==> src/rtl/fetch_pkg.sv <==
// Shared types and constants for the instruction-fetch stage.
package fetch_pkg;

  typedef enum logic [1:0] {
    ST_IDLE = 2'd0,
    ST_REQ  = 2'd1,
    ST_EXEC = 2'd2
  } fetch_state_e;

  localparam int unsigned PC_INC    = 4;
  localparam int unsigned RETIRED_W = 32;

  // Instruction field bit positions
  localparam int unsigned COND_MSB  = 31;
  localparam int unsigned COND_LSB  = 28;
  localparam int unsigned OP_MSB    = 27;
  localparam int unsigned OP_LSB    = 26;
  localparam int unsigned FUNCT_MSB = 25;
  localparam int unsigned FUNCT_LSB = 20;
  localparam int unsigned RN_MSB    = 19;
  localparam int unsigned RN_LSB    = 16;
  localparam int unsigned RD_MSB    = 15;
  localparam int unsigned RD_LSB    = 12;
  localparam int unsigned RM_MSB    = 3;
  localparam int unsigned RM_LSB    = 0;
  localparam int unsigned IMM_MSB   = 23;
  localparam int unsigned IMM_LSB   = 0;

endpackage

==> src/rtl/fetch_if.sv <==
// Instruction-memory req/ack bus between the fetch stage and memory.
interface fetch_if #(
  parameter int unsigned ADDR_W = 32,
  parameter int unsigned DATA_W = 32
);
  logic              imem_req;
  logic [ADDR_W-1:0] imem_addr;
  logic [DATA_W-1:0] imem_rdata;
  logic              imem_ack;

  modport master (output imem_req, output imem_addr, input imem_rdata, input imem_ack);
  modport slave  (input imem_req, input imem_addr, output imem_rdata, output imem_ack);
endinterface

==> src/rtl/fetch_next_pc.sv <==
// Combinational next-PC select (sequential vs aligned branch) and PC+8.
module fetch_next_pc
  import fetch_pkg::*;
#(
  parameter int unsigned ADDR_W = 32
) (
  input  logic [ADDR_W-1:0] pc,
  input  logic              pc_src,
  input  logic [ADDR_W-1:0] branch_target,
  output logic [ADDR_W-1:0] next_pc_c,
  output logic [ADDR_W-1:0] pc_plus8_c
);

  logic [ADDR_W-1:0] pc_plus4;
  logic [ADDR_W-1:0] target_aligned;

  // Word-align the target by clearing its two low bits; sums wrap modulo 2^ADDR_W
  always_comb begin
    pc_plus4       = pc + ADDR_W'(PC_INC);
    pc_plus8_c     = pc + ADDR_W'(2 * PC_INC);
    target_aligned = branch_target & ~ADDR_W'(3);
    next_pc_c      = pc_src ? target_aligned : pc_plus4;
  end

endmodule

==> src/rtl/fetch_unit.sv <==
// Instruction-fetch stage: PC, imem req/ack handshake, instruction register.
module fetch_unit
  import fetch_pkg::*;
#(
  parameter int unsigned     ADDR_W   = 32,
  parameter int unsigned     DATA_W   = 32,
  parameter logic [ADDR_W-1:0] RESET_PC = '0
) (
  input  logic                 clk,
  input  logic                 rst_n,
  fetch_if.master              imem,
  input  logic                 stall,
  input  logic                 PCSrc,
  input  logic [ADDR_W-1:0]    BranchTarget,
  output logic [DATA_W-1:0]    Instr,
  output logic [3:0]           Cond,
  output logic [1:0]           Op,
  output logic [5:0]           Funct,
  output logic [3:0]           Rn,
  output logic [3:0]           Rd,
  output logic [3:0]           Rm,
  output logic [23:0]          Imm24,
  output logic [ADDR_W-1:0]    PC,
  output logic [ADDR_W-1:0]    PCPlus8,
  output logic                 instr_valid,
  output logic [RETIRED_W-1:0] retired
);

  fetch_state_e         state_q, state_d;
  logic [ADDR_W-1:0]    pc_q, pc_d;
  logic [DATA_W-1:0]    instr_q, instr_d;
  logic                 valid_q, valid_d;
  logic [RETIRED_W-1:0] retired_q, retired_d;
  logic [ADDR_W-1:0]    next_pc_c;
  logic [ADDR_W-1:0]    pc_plus8_c;

  fetch_next_pc #(
    .ADDR_W(ADDR_W)
  ) u_next_pc (
    .pc           (pc_q),
    .pc_src       (PCSrc),
    .branch_target(BranchTarget),
    .next_pc_c    (next_pc_c),
    .pc_plus8_c   (pc_plus8_c)
  );

  // State and datapath registers; reset abandons any outstanding request
  always_ff @(posedge clk or negedge rst_n) begin
    if (!rst_n) begin
      state_q   <= ST_IDLE;
      pc_q      <= RESET_PC;
      instr_q   <= '0;
      valid_q   <= 1'b0;
      retired_q <= '0;
    end else begin
      state_q   <= state_d;
      pc_q      <= pc_d;
      instr_q   <= instr_d;
      valid_q   <= valid_d;
      retired_q <= retired_d;
    end
  end

  // Next-state and datapath update; everything holds unless a transition fires
  always_comb begin
    state_d   = state_q;
    pc_d      = pc_q;
    instr_d   = instr_q;
    valid_d   = valid_q;
    retired_d = retired_q;
    case (state_q)
      ST_IDLE: state_d = ST_REQ;
      ST_REQ: begin
        if (imem.imem_ack) begin
          instr_d = imem.imem_rdata;
          valid_d = 1'b1;
          state_d = ST_EXEC;
        end
      end
      ST_EXEC: begin
        // Stall wins over PCSrc; the branch is re-sampled when stall drops
        if (!stall) begin
          pc_d      = next_pc_c;
          valid_d   = 1'b0;
          retired_d = retired_q + RETIRED_W'(1);
          state_d   = ST_REQ;
        end
      end
      default: state_d = ST_IDLE;
    endcase
  end

  // Request decoded from the state register only, so it cannot glitch
  assign imem.imem_req  = (state_q == ST_REQ);
  assign imem.imem_addr = pc_q;

  assign Instr       = instr_q;
  assign Cond        = instr_q[COND_MSB:COND_LSB];
  assign Op          = instr_q[OP_MSB:OP_LSB];
  assign Funct       = instr_q[FUNCT_MSB:FUNCT_LSB];
  assign Rn          = instr_q[RN_MSB:RN_LSB];
  assign Rd          = instr_q[RD_MSB:RD_LSB];
  assign Rm          = instr_q[RM_MSB:RM_LSB];
  assign Imm24       = instr_q[IMM_MSB:IMM_LSB];
  assign PC          = pc_q;
  assign PCPlus8     = pc_plus8_c;
  assign instr_valid = valid_q;
  assign retired     = retired_q;

endmodule

==> src/flat_wrapper.sv <==
// flat-port wrapper written by rule: the top's interface ports become plain ports
module fetch_unit_flat import fetch_pkg::*;
#(
  parameter int unsigned     ADDR_W   = 32,
  parameter int unsigned     DATA_W   = 32,
  parameter logic [ADDR_W-1:0] RESET_PC = '0
)
  (clk, rst_n, stall, PCSrc, BranchTarget, Instr, Cond, Op, Funct, Rn, Rd, Rm, Imm24, PC, PCPlus8, instr_valid, retired, imem_imem_req, imem_imem_addr, imem_imem_rdata, imem_imem_ack);
  fetch_if #(.ADDR_W(ADDR_W), .DATA_W(DATA_W)) imem_i ();
  input  logic clk;
  input  logic rst_n;
  input  logic stall;
  input  logic PCSrc;
  input  logic [ADDR_W-1:0] BranchTarget;
  output logic [DATA_W-1:0] Instr;
  output logic [3:0] Cond;
  output logic [1:0] Op;
  output logic [5:0] Funct;
  output logic [3:0] Rn;
  output logic [3:0] Rd;
  output logic [3:0] Rm;
  output logic [23:0] Imm24;
  output logic [ADDR_W-1:0] PC;
  output logic [ADDR_W-1:0] PCPlus8;
  output logic instr_valid;
  output logic [RETIRED_W-1:0] retired;
  output wire logic [$bits(imem_i.imem_req)-1:0] imem_imem_req;
  output wire logic [$bits(imem_i.imem_addr)-1:0] imem_imem_addr;
  input wire logic [$bits(imem_i.imem_rdata)-1:0] imem_imem_rdata;
  input wire logic [$bits(imem_i.imem_ack)-1:0] imem_imem_ack;
  assign imem_imem_req = imem_i.imem_req;
  assign imem_imem_addr = imem_i.imem_addr;
  assign imem_i.imem_rdata = imem_imem_rdata;
  assign imem_i.imem_ack = imem_imem_ack;
  fetch_unit #(.ADDR_W(ADDR_W), .DATA_W(DATA_W), .RESET_PC(RESET_PC)) u_core (.clk(clk), .rst_n(rst_n), .imem(imem_i), .stall(stall), .PCSrc(PCSrc), .BranchTarget(BranchTarget), .Instr(Instr), .Cond(Cond), .Op(Op), .Funct(Funct), .Rn(Rn), .Rd(Rd), .Rm(Rm), .Imm24(Imm24), .PC(PC), .PCPlus8(PCPlus8), .instr_valid(instr_valid), .retired(retired));
endmodule
==> config.mk <==
export PLATFORM = sky130hd
export DESIGN_NAME = fetch_unit_flat
export DESIGN_NICKNAME = d
export VERILOG_FILES = /design/src/rtl/fetch_pkg.sv /design/src/rtl/fetch_if.sv /design/src/rtl/fetch_next_pc.sv /design/src/rtl/fetch_unit.sv /design/src/flat_wrapper.sv
export SDC_FILE = /design/constraint.sdc
export NUM_CORES = 1
export LEC_CHECK = 0
export CAP_MARGIN = 0
export CORE_UTILIZATION = 25
export CTS_BUF_LIST = sky130_fd_sc_hd__clkbuf_8
export DETAILED_ROUTE_END_ITERATION = 12
export PLACE_DENSITY = 0.53
export SLEW_MARGIN = 20
export SYNTH_ARGS = -nofsm -noshare
export SYNTH_HDL_FRONTEND = slang
export SYNTH_HIERARCHICAL = 1
export SYNTH_SLANG_ARGS = --single-unit
==> constraint.sdc <==
create_clock -name clk -period 3.04 [get_ports clk]
set_input_delay 0.912 -clock clk [delete_from_list [all_inputs] [get_ports clk]]
set_output_delay 0.912 -clock clk [all_outputs]
set_load 0.02 [all_outputs]
## Yosys cells after proc, flatten, opt, wreduce, memory -nomap -nowiden

Index checks and enable logic that the tools add are counted.

| storage, ports and cells | value |
|---|---|
| flip-flop bits (word level) | 99 |
| bits in latches | 0 |
| memory bits (writable) | 0 |
| ROM bits | 0 |
| memories | 0 |

| cells by class | value |
|---|---|
| add/sub/neg operators | 3 |
| $mul | 0 |
| div/mod/pow operators | 0 |
| magnitude comparators | 0 |
| equality and inequality tests | 4 |
| shifts and indexed selects | 0 |
| multiplexer cells | 7 |
| bitwise gates (word level) | 1 |
| reductions and logical operators | 6 |

Operators by type and width:

| operator | count |
|---|---|
| adder 32 x 1 -> 32 bit, second input constant | 1 |
| adder 32 x 3 -> 32 bit, second input constant | 1 |
| adder 32 x 4 -> 32 bit, second input constant | 1 |
| two-way mux 32 bit | 1 |
| one-hot mux 2 bit (3 select lines) | 1 |
| AND reduction 2 bit | 3 |
| two-way mux 2 bit | 2 |
| AND reduction 3 bit | 1 |
| == test 2 x 1 -> 1 bit, second input constant | 1 |
| == test 2 bit, second input constant | 1 |
| zero test 2 bit | 1 |
| two-way mux 1 bit | 2 |
| inequality test 2 x 1 -> 1 bit, second input constant | 1 |
| inequality test 2 bit, second input constant | 1 |
| one-hot mux 1 bit (2 select lines) | 1 |
| nonzero test 2 bit | 1 |
| NOT 1 bit | 1 |

## Depth between registers and ports, before layout

| logic depth | value |
|---|---|
| depth in word-level cells | 3 |
| gate-level depth with buffers | 7 |

## Modules after synthesis

Netlist, hierarchy kept.

By module, submodules not included:

| module | times used | cells each | area each (sq um) | seq. area each (sq um) |
|---|---|---|---|---|
| fetch_unit | 1 | 355 | 4603.2 | 2477.4 |
| fetch_next_pc | 1 | 249 | 1565.3 | 0.0 |

## Worst setup path after synthesis

OpenSTA, ideal clock, no wires.

| timing path | value |
|---|---|
| kind | register -> output |
| start | reg u_core.pc_q[4] (netlist: u_core/PC[4]) |
| end | out PCPlus8[27] |
| arrival | 2.305 ns |
| path slack | -0.177 ns |
| stages on the path, launching flop included | 6 |
| path through | dfrtp_1 ha_1 nand3_1 or4_1 or3_1 xnor2_1 |

| on the way | value |
|---|---|
| longest elaborated chain between the ends | 1 |

RTL lines:

| element | RTL line | source |
|---|---|---|
| start, declared | fetch_unit.sv:30 | `logic [ADDR_W-1:0] pc_q, pc_d;` |
| start signal, assigned | fetch_unit.sv:57 | `pc_q <= pc_d;` |
| adder 32 x 4 -> 32 bit | fetch_next_pc.sv:20 | `pc_plus8_c = pc + ADDR_W'(2 * PC_INC);` |
| end, declared | flat_wrapper.sv:24 | `output logic [ADDR_W-1:0] PCPlus8;` |

Every way passes these cells.

## Final worst setup path

| timing path | value |
|---|---|
| start | reg u_core.pc_q[3] (netlist: u_core/PC[3]) |
| end | out PCPlus8[27] |

The elaborated chain is that of the path after synthesis.

==> results by group <==
Outcome
  – Status: complete, but fails checks
  – Violated checks: setup timing

Logic synthesis
  – Post-Syn Area: 6168 um2
  – Area leader, netlist: dfrtp_1
  – Post-synthesis sequential area ratio: 40.16%
  – Ys async rst share: 100.0%
  – Most instantiated cells after synthesis: dfrtp_1, buf_4, mux2_2
  – Count leader, synth: dfrtp_1
  – Mapped Nets: 677
  – Ranking of synthesized cells by area: dfrtp_1, mux2_2, buf_4, xnor2_1, xor2_1
  – Top cell type's share of synthesized area: 40.16%
  – Warnings from Yosys: 6
  – Predominant post-synthesis flop cell: dfrtp_1
  – Post-synth EDFFs: 0
  – Mean Syn Cell Area: 10.21 um2
  – Post-Synthesis Cells: 604
  – Cell variety after synth: 49
  – Synth Register Bits: 99

Timing
  – Fin crit period: 3.176 ns
  – Final setup viols: 2
  – Worst Tran Pin Value: 0.6371 ns
  – Hold Vio Cnt, Final: 0
  – Fmax: 314.9 MHz
  – RSZ-0062 raised after global routing: yes
  – Min Hold Slack: 0.4807 ns
  – Post-route setup TNS: -0.1597 ns
  – Slew HR: 57.52%
  – Setup ws final: -0.1360 ns
  – Worst Clk Skew: 0.01912 ns
  – Fin crit share: 104.5%
  – Slew Viols, Final: 0

Floorplan
  – Initial Util: 25.44%
  – Die span in x: 159.1 um
  – Die area: 25310 um2
  – # rows: 57
  – Die height: 159.1 um
  – # IOs: 279
  – Core region area: 24250 um2

Setup path
  – Nature of the critical path endpoint: output port
  – R2R Setup Slk: 0.53 ns
  – Critical Setup Path Class: reg -> out
  – Required time of the critical path: 2.13 ns
  – Crit Path Max Fanout: 3
  – R2R Path Start: u_core/PC[3]
  – Reg2reg path depth: 8
  – Worst EP arrival: 2.26 ns
  – RR Endpoint: u_core/PC[23]
  – Startpoint types: register

Layout
  – Non-filler cells, final: 1172
  – Antenna Cells: 0
  – Synth-to-Final Area Change: 51.05%
  – Fin util: 38.43%
  – Nets: 916
  – Post-route cell area: 9318 um2
  – Layout cell share with drive strength beyond 1: 25.12%

CTS
  – Clk slew on worst S/H paths: 0.12 ns
  – Clock Latency Late Sink: 0.39 ns
  – CTS buffer count: 9
  – CTS tree: yes
  – Clock tree root driver cell: clkbuf_8
  – Bufs on Longest Clock Path: 2
  – TritonCTS Sinks: 99
  – H-Tree Depth: 3

Global route
  – Pin count of the biggest net entering global routing: 100
  – First-pass GRT wire length: 29380 um
  – Initial antenna violation count: 0
  – Vias in the first global route: 5087
  – GRT Util Overall: 14.79%
  – GR Overflow Total: 0

Route
  – Via count: 5218
  – Antenna viol nets, final: 0
  – Drt first pass iters: 6
  – DRT iter0 DRCs: 243
  – Routed wire per std cell: 16.02 um
  – Routed vias/inst: 4.452
  – Total Wirelength: 18770 um
  – Residual DRC: 0

Place
  – Dpl cell area: 8975 um2
  – Final GP Congestion: 0.7827
  – Buffers on Ports: 276
  – Worst slack at placement: -0.3653 ns
  – Cells after DPL: 1142
  – Post-DP HPWL: 13950 um

Min path
  – Hold Path Stages: 1
  – HP Start: u_core/retired[31]
  – Hold EP: u_core/retired[31]
  – Min-Delay Path Class: reg -> reg

Power and ir drop
  – Pleak: 3.780 nW
  – Pwr dens: 954.4 nW/um2
  – Peak VDD IR: 541.3 uV
  – Tot Pwr: 8.893 mW

Job
  – Max Cap Viol: 0
-- cell usage in the layout (no fill, tap or decap), types with 9 or more instances in the layout --
master           instances
buf_4                   75
o21ai_0                 20
clkbuf_8                 9
xnor2_1                 49
clkdlybuf4s50_1        251
nand3_1                 23
nor2_1                  23
dfrtp_1                 97
mux2_2                  67
nand2_1                 43
nand4_1                 24
xor2_1                  23
-- state kept, by name (all words and copies together), names as in the netlist --
name / cells
u_core/Instr: 32
u_core/PC: 32
u_core/retired: 32
u_core/state_q: 2
u_core/instr_valid: 1
-- layout make-up --
| class | count | area, um2 |
|---|---|---|
| Clock inverter | 7 | 67.56 |
| Tap cell | 324 | 405.4 |
| Fill cell | 2444 | 14930 |
| Inverter | 7 | 26.28 |
| Clock buffer | 9 | 123.9 |
| Sequential cell | 99 | 2480 |
| Multi-Input combinational cell | 380 | 2954 |
| Timing Repair Buffer | 346 | 3261 |
-- worst max-delay path, stage by stage, from the launching register on --
cell and delay, ns:
dfrtp_2 0.40, ha_4 0.14, nand3_2 0.07, or4_4 0.57, or3_4 0.40, xnor2_2 0.13, buf_4 0.16
-- metal layers --
| metal | up-vias | part of all wire, % | track usage (%) |
|---|---|---|---|
| met5 | - | 0 | 0 |
| met4 | 0 | 0.85 | 3.409 |
| met3 | 10 | 5.9 | 3.230 |
| met2 | 195 | 48 | 24.94 |
| met1 | 2502 | 45 | 19.26 |
| li1 | 2511 | - | - |
-- power by group --
group	internal (mW)	total (mW)	switching [mW]
registers	1.77	2.21	0.443
logic	2.89	5.81	2.92
clock network	0.320	0.871	0.551
-- how the worst max path moves through the flow --
| stage | from | end |
|---|---|---|
| finish | u_core/PC[3] | PCPlus8[27] |
| global route | u_core/PC[3] | PCPlus8[27] |
| CTS | u_core/PC[3] | PCPlus8[27] |
| detailed placement | u_core/PC[3] | PCPlus8[27] |
| global placement | u_core/PC[3] | PCPlus8[27] |
| floorplan | u_core/PC[9] | PCPlus8[27] |
-- timing repair --
item | in CTS | in global routing
pin swaps | 9 | 6
setup buffers | 6 | 8
gates resized for setup | 109 | 24
setup endpoints to repair | 24 | 21
hold buffers | 0 | 0
-- kinds of logic (layout without fill, tap and decap cells) --
kind of cell	count (synthesis)	in the layout	share of synthesized area, %
DFF	99	99	40.16
xor gates and xnor gates	73	73	10.37
buffers and inverters	125	369	13.91
and+or+nand+nor	194	194	18.38
AOI/OAI and AO/OA	42	42	4.138
muxes	67	67	12.23
adders and majority gates	4	4	0.8114
Power figures use the tool's default switching activity.
